### config.mk
export PLATFORM = sky130hd
export DESIGN_NAME = mem_ctrl_arb
export DESIGN_NICKNAME = d
export VERILOG_FILES = /design/src/rtl/mem_ctrl_arb_pkg.sv /design/src/rtl/mem_ctrl_arb.sv
export SDC_FILE = /design/constraint.sdc
export NUM_CORES = 1
export LEC_CHECK = 0
export BUFFER_PORTS_ARGS = -buffer_cell sky130_fd_sc_hd__buf_2
export CORE_AREA = 8 8 156 158
export DETAILED_ROUTE_END_ITERATION = 12
export DIE_AREA = 0 0 164 166
export GPL_ROUTABILITY_DRIVEN = 0
export PLACE_DENSITY_LB_ADDON = 0.05
export SLEW_MARGIN = 40
export SYNTH_ARGS = -nofsm -noshare
export SYNTH_HDL_FRONTEND = slang
export SYNTH_SLANG_ARGS = --single-unit
### constraint.sdc
create_clock -name clk -period 4.03 [get_ports clk]
set_input_delay 1.0075 -clock clk [delete_from_list [all_inputs] [get_ports clk]]
set_output_delay 1.0075 -clock clk [all_outputs]
set_load 0.01 [all_outputs]
### src/rtl/mem_ctrl_arb_pkg.sv
// Shared definitions for the memory controller arbiter: block address/data types,
// request type and the arbiter state/owner encodings.
`timescale 1ns/1ps
package mem_ctrl_arb_pkg;

   localparam int ADDR_W = 26;
   localparam int DATA_W = 64;

   typedef logic [ADDR_W-1:0] main_mem_block_addr_t;
   typedef logic [DATA_W-1:0] block_data_t;

   typedef enum logic {
      READ  = 1'b0,
      WRITE = 1'b1
   } req_type_t;

   typedef enum logic [1:0] {
      IDLE  = 2'd0,
      ISSUE = 2'd1,
      WAIT  = 2'd2
   } arb_state_t;

   typedef enum logic {
      OWN_IC = 1'b0,
      OWN_DC = 1'b1
   } arb_owner_t;

   localparam logic [7:0] WAIT_CNT_MAX = 8'hFF;

endpackage

### src/rtl/mem_ctrl_arb.sv
// Two-port (icache/dcache) arbiter in front of a single-outstanding main memory port.
// Optional dcache starvation guard enabled by defining MEM_CTRL_ARB_STARVE_GUARD_EN.
`timescale 1ns/1ps
module mem_ctrl_arb
   import mem_ctrl_arb_pkg::*;
#(
   parameter int STARVE_LIMIT   = 4,
   parameter int TIMEOUT_CYCLES = 255
) (
   input  logic                 clk,
   input  logic                 rst_aL,
   input  logic                 ic_req_valid,
   input  main_mem_block_addr_t ic_req_block_addr,
   output logic                 ic_req_ready,
   output logic                 ic_resp_valid,
   output block_data_t          ic_resp_block_data,
   input  logic                 dc_req_valid,
   input  req_type_t            dc_req_type,
   input  main_mem_block_addr_t dc_req_block_addr,
   input  block_data_t          dc_req_block_data,
   output logic                 dc_req_ready,
   output logic                 dc_resp_valid,
   output block_data_t          dc_resp_block_data,
   output logic                 mem_req_valid,
   output req_type_t            mem_req_type,
   output main_mem_block_addr_t mem_req_block_addr,
   output block_data_t          mem_req_block_data,
   input  logic                 mem_req_ready,
   input  logic                 mem_resp_valid,
   input  block_data_t          mem_resp_block_data,
   output logic                 arb_timeout_err
);

   // Limits above the 8-bit counter range can never be reached.
   localparam logic [8:0] TIMEOUT_LIM = (TIMEOUT_CYCLES > 255) ? 9'd256 : 9'(TIMEOUT_CYCLES);

   arb_state_t           r_state;
   arb_state_t           w_state_next;
   arb_owner_t           r_owner;
   logic                 r_mem_req_valid;
   req_type_t            r_mem_req_type;
   main_mem_block_addr_t r_mem_req_addr;
   block_data_t          r_mem_req_data;
   logic [7:0]           r_wait_cnt;
   logic [7:0]           w_wait_cnt_inc;
   logic                 r_timeout_err;
   logic                 w_ic_grant;
   logic                 w_dc_grant;
   logic                 w_ic_resp;
   logic                 w_dc_resp;
   logic                 w_dc_first;

`ifdef MEM_CTRL_ARB_STARVE_GUARD_EN
   localparam logic [7:0] STARVE_LIM = 8'(STARVE_LIMIT);
   logic [7:0] r_starve_cnt;

   assign w_dc_first = (r_starve_cnt >= STARVE_LIM);

   // Counts back-to-back icache wins while dcache is kept waiting.
   always_ff @(posedge clk or negedge rst_aL) begin
      if (!rst_aL) begin
         r_starve_cnt <= '0;
      end else if (w_dc_grant) begin
         r_starve_cnt <= '0;
      end else if (w_ic_grant) begin
         r_starve_cnt <= dc_req_valid ? r_starve_cnt + 8'd1 : 8'd0;
      end
   end
`else
   assign w_dc_first = 1'b0;
`endif

   always_ff @(posedge clk or negedge rst_aL) begin
      if (!rst_aL) r_state <= IDLE;
      else         r_state <= w_state_next;
   end

   always_comb begin
      w_state_next = r_state;
      w_ic_grant   = 1'b0;
      w_dc_grant   = 1'b0;
      w_ic_resp    = 1'b0;
      w_dc_resp    = 1'b0;
      case (r_state)
         IDLE: begin
            if (rst_aL) begin
               if (dc_req_valid && (w_dc_first || !ic_req_valid)) w_dc_grant = 1'b1;
               else if (ic_req_valid)                             w_ic_grant = 1'b1;
               if (w_ic_grant || w_dc_grant) w_state_next = ISSUE;
            end
         end
         ISSUE: begin
            if (mem_req_ready) w_state_next = WAIT;
         end
         WAIT: begin
            if (mem_resp_valid) begin
               w_ic_resp    = (r_owner == OWN_IC);
               w_dc_resp    = (r_owner == OWN_DC);
               w_state_next = IDLE;
            end
         end
         default: w_state_next = IDLE;
      endcase
   end

   assign w_wait_cnt_inc = (r_wait_cnt == WAIT_CNT_MAX) ? r_wait_cnt : r_wait_cnt + 8'd1;

   always_ff @(posedge clk or negedge rst_aL) begin
      if (!rst_aL) begin
         r_owner         <= OWN_IC;
         r_mem_req_valid <= 1'b0;
         r_mem_req_type  <= READ;
         r_mem_req_addr  <= '0;
         r_mem_req_data  <= '0;
         r_wait_cnt      <= '0;
         r_timeout_err   <= 1'b0;
      end else begin
         if (w_ic_grant) begin
            r_owner         <= OWN_IC;
            r_mem_req_valid <= 1'b1;
            r_mem_req_type  <= READ;
            r_mem_req_addr  <= ic_req_block_addr;
            r_mem_req_data  <= '0;
         end else if (w_dc_grant) begin
            r_owner         <= OWN_DC;
            r_mem_req_valid <= 1'b1;
            r_mem_req_type  <= dc_req_type;
            r_mem_req_addr  <= dc_req_block_addr;
            r_mem_req_data  <= dc_req_block_data;
         end else if (r_state == ISSUE && mem_req_ready) begin
            r_mem_req_valid <= 1'b0;
         end

         if (r_state == ISSUE && mem_req_ready) begin
            r_wait_cnt <= '0;
         end else if (r_state == WAIT) begin
            r_wait_cnt <= w_wait_cnt_inc;
            if ({1'b0, w_wait_cnt_inc} >= TIMEOUT_LIM) r_timeout_err <= 1'b1;
         end
      end
   end

   assign ic_req_ready       = w_ic_grant;
   assign dc_req_ready       = w_dc_grant;
   assign ic_resp_valid      = w_ic_resp;
   assign dc_resp_valid      = w_dc_resp;
   assign ic_resp_block_data = w_ic_resp ? mem_resp_block_data : '0;
   assign dc_resp_block_data = w_dc_resp ? mem_resp_block_data : '0;
   assign mem_req_valid      = r_mem_req_valid;
   assign mem_req_type       = r_mem_req_type;
   assign mem_req_block_addr = r_mem_req_addr;
   assign mem_req_block_data = r_mem_req_data;
   assign arb_timeout_err    = r_timeout_err;

endmodule

=== Word-level counts from Yosys, hierarchy flattened ===
Cells that the tools add are included.

* Reductions and logical operators: 10
* Add/sub/neg operators: 1
* Mux-type cells: 36
* Equality and inequality tests: 7
* $lt $le $gt $ge: 1
* Bitwise gates (word level): 2

{| class="wikitable"
|+ Operator list
! kind !! number
|-
| 64-bit two-way mux || 4
|-
| 26-bit two-way mux || 2
|-
| 8-bit two-way mux || 3
|-
| 1-bit two-way mux || 22
|-
| 8-bit by 1-bit adder with 8-bit output, second input constant || 1
|-
| 8-bit equality test, second input constant || 1
|-
| 8-bit >= comparator, second input constant || 1
|-
| 2-bit two-way mux || 4
|-
| 2-bit != test, second input constant || 4
|-
| 2-bit one-hot mux with 3 select lines || 1
|-
| 4-bit AND reduction || 1
|-
| 2-bit nonzero test || 2
|-
| 3-bit AND reduction || 1
|-
| 3-bit nonzero test || 1
|-
| 2-bit by 1-bit equality test with 1-bit output, second input constant || 1
|-
| 2-bit equality test, second input constant || 1
|-
| 1-bit logical AND || 2
|-
| 2-bit zero test || 1
|-
| 1-bit NOT || 2
|-
| 1-bit zero test || 1
|-
| 1-bit logical OR || 1
|}

* Output and inout bits: 225
* Word-level logic and storage cells: 65
* Bits in registers: 104
* Input port bits: 187

=== Logic depth before layout (Yosys ltp) ===
* Word-level depth: 9
* Gate-level depth with buffers: 6

=== Worst setup path after synthesis ===
OpenSTA, ideal clock, no wires.

* Kind: in2out
* From: in rst_aL
* To: out ic_req_ready
* Stages on the path: 4
* Data required time: 3,023 ps
* Path buffers: 1
* Data arrival time: 1,770 ps
* Slack: 1,253 ps
* Path through: nor3b_2 -> nand2_1 -> clkbuf_1 -> inv_1

* Cells in the longest elaborated chain, start to end: 2

{| class="wikitable"
|+ Ends and longest elaborated chain
! item !! RTL line !! RTL
|-
| start, declared || mem_ctrl_arb.sv:11 || <nowiki>input logic rst_aL,</nowiki>
|-
| 1-bit two-way mux || mem_ctrl_arb.sv:86 || <nowiki>if (rst_aL) begin</nowiki>
|-
| 1-bit two-way mux || mem_ctrl_arb.sv:84 || <nowiki>case (r_state)</nowiki>
|-
| end, declared || mem_ctrl_arb.sv:14 || <nowiki>output logic ic_req_ready,</nowiki>
|}

No other way between the ends.

=== Final worst setup path ===
* From: reg r_state[1]
* To: out ic_resp_block_data[19]

* Cells in the longest elaborated chain, start to end: 3

{| class="wikitable"
|+ Ends and longest elaborated chain
! item !! RTL line !! RTL
|-
| start, declared || mem_ctrl_arb.sv:37 || <nowiki>arb_state_t r_state;</nowiki>
|-
| start signal, assigned || mem_ctrl_arb.sv:75 || <nowiki>else r_state <= w_state_next;</nowiki>
|-
| 2-bit equality test || mem_ctrl_arb.sv:84 ||
|-
| 1-bit two-way mux || mem_ctrl_arb.sv:84 ||
|-
| 64-bit two-way mux || mem_ctrl_arb.sv:147 || <nowiki>assign ic_resp_block_data = w_ic_resp ? mem_resp_block_data : '0;</nowiki>
|-
| end, declared || mem_ctrl_arb.sv:16 || <nowiki>output block_data_t ic_resp_block_data,</nowiki>
|}

No other way between the ends.

==> results.yml <==
sta:
  rsz0062_at_grt: "false"
  fmax_mhz: 316
  timing.setup.tns_ns: 0
  relSlewSlack_pct: 45.6
  layout_min_cycle_time_ns: 3.17
  tightest_slew_ns: 0.812
  finalHoldViolCount: 0
  setup_viol: 0
  drv_slew: 0
  skew_ns: 0.00881
  finalCritPeriodShare_pct: 78.6
critical_path:
  path_cells: "buf_4 -> nor2b_2 -> nand2_1 -> nor2_4 -> buf_4 -> and2_1 -> buf_2"
  path_buf_inv: 3
  cpMostUsedCell: "buf_4"
  cp_max_fo: 65
  critPathTopFamily: "buffers and inverters"
  critPathArrivalTime_ns: 2.16
  crit_path_top_delay_cell: "buf_4"
  cp-end-kind: "primary output"
  cpPeakStageDelay_ns: 0.42
  required_ns: 3.02
  setup.worst_path.start_class: "register"
  critical_path_class: "register to primary output"
detailed_routing:
  ant_nets: 0
  firstDrtPassIters: 5
  vias: 5506
  viasPerCell: 4.67
  totalWireLength_mm: 23.6
  route.detailed.drc: 0
  post_drt_wl_per_cell_um: 20.0
  drt_iter0_drc: 313
layout:
  drive_gt1_share_pct: 50.0
  area_growth_pct: 52.4
  nets: 1073
  final_common_cell: "buf_2"
  final_cells: 1179
  final_cell_mix: "buf_2, and2_1, dfrtp_1"
placed_design:
  dpl.hpwl_mm: 18.9
  dp_cells: 1159
  portBuffers: 411
synthesis:
  ys_seq_elements: 104
  synth.area.top_cells: "dfrtp_1, and2_1, a22o_1"
  syn_inst: 495
  synthAdderAreaFrac_pct: 0.247
  synth_cell_types: 39
  synth_top_area_share_pct: 51.3
  synth-compound-area-share_pct: 22.8
  synth_edf_count: 0
  synthMuxAreaShare_pct: 0.394
  syn_nets: 683
  yosysSeqAreaShare_pct: 51.3
  synthXorXnorAreaFrac_pct: 0
  yosysWarnings: 0
  synth_top_family_by_area: "compound AO/OA/AOI/OAI gates"
  synth_top_area_cell: "dfrtp_1"
  syn_area_um2: 5070
  yosys_most_used_dff: "dfrtp_1"
  synthSimpleGateAreaFrac_pct: 20.6
  ys_async_sr_fraction_pct: 100
  syn_avg_cell_area_um2: 10.3
clocking:
  cts_max_path_buffers: 2
  cts_buffers: 9
  clkTransAtPathRegs_ns: 0.08
  cts_root_buf: "clkbuf_16"
  cts_resized: 0
  htreeDepth: 3
  clk_latency_ns: 0.36
  clkSinkCount: 104
  cts_setup_buffers: 0
  hold_buffers: 0
  cts_tree: "built"
run_status:
  outcome: "completed"
flow_run:
  drv_cap: 0
floorplan:
  die_x_um: 164
  core_area_um2: 22100
  core.rowCount: 55
  ios: 412
  chipHeight_um: 166
  dieArea_um2: 27200
  start_util_pct: 23.0
grt:
  antenna_found_initial: 7
  grt_pass1_vias: 5794
  grt_pass1_wl_mm: 35.2
  grt_overflow: 0
  grt_max_degree: 66
  grtUsageTotal_pct: 16.6
pwr:
  powerDensity_nw_per_um2: 554
  leakagePower_nw: 4.35
  ir_drop_uv: 234
min_path:
  hold_path.class: "register to register"
[synth_stat cells, drive strengths merged (2+ instances only)]
cell,count
and2,128
dfrtp,104
a22o,65
o22ai,53
a21oi,31
clkbuf,29
buf,15
nand2,13
nor2,9
inv,6
nand3,5
nor3,5
o21ai,4
nand3b,3
o211ai,3
mux2i,2
nand2b,2
nor3b,2
nor4,2
o2111ai,2
o31ai,2
[flip-flops by register name (all words and copies together) (netlist names)]
name	flops
mem_req_block_addr	26
r_owner	1
mem_req_valid	1
r_state	2
mem_req_block_data	64
arb_timeout_err	1
mem_req_type	1
r_wait_cnt	8
[where the power goes]
group / internal (mW) / total, mW / switching (mW) / leakage, nW
clock: 0.452 / 0.914 / 0.462 / 0.153
sequential: 1.42 / 1.71 / 0.290 / 1.34
combinational: 0.748 / 1.66 / 0.914 / 2.85
total: 2.62 / 4.28 / 1.67 / 4.35
[metrics by stage]
step	util (%)	instance area [um2]	hold WS, ns	power [mW]	worst slack [ns]
after floorplan	-	5070	0.477	2.57	1.25
after global placement	33.5	7390	0.477	3.41	0.968
after detailed placement	33.5	7410	0.476	3.41	0.948
after CTS	35.0	7720	0.504	4.36	0.829
after global routing	35.0	7730	0.515	4.59	0.678
final	35.0	7730	0.489	4.28	0.864
[area by class of cell]
class,instances,area (um2)
fillers,2335,14400
flip-flops and latches,104,2600
multi-input cells,340,2260
repair buffers,423,2160
well taps,285,357
clock buffers,9,225
clock inverters,7,88.8
inverters,7,26.3
diodes,4,10.0
[logic make-up after synthesis]
kind of cell / after synthesis
AOI/OAI and AO/OA: 163
adders and majority gates: 1
buffers and inverters: 51
DFF: 104
muxes: 2
and+or+nand+nor: 174
[path summary, 6_finish.rpt]
path | cells after the start | start | end | slack (ns)
min in group asynchronous | 2 | rst_aL | mem_req_block_data[38] | 0.76
setup / recovery | 7 | r_state[1] | ic_resp_block_data[19] | 0.86
setup reg to reg | 6 | r_state[1] | mem_req_block_data[16] | 1.99
hold / removal | 1 | arb_timeout_err | arb_timeout_err | 0.49
max in group asynchronous | 3 | rst_aL | mem_req_block_addr[19] | 2.28
hold reg to reg | 1 | arb_timeout_err | arb_timeout_err | 0.49
[per-layer routing]
metal	global-route usage [%]	vias up	wire length [um]
met5	0	-	13
met3	5.18	27	2240
met1	17.6	2642	8280
met4	4.74	2	427
met2	30.7	260	12700
li1	-	2575	-
Power figures use the tool's default switching activity.
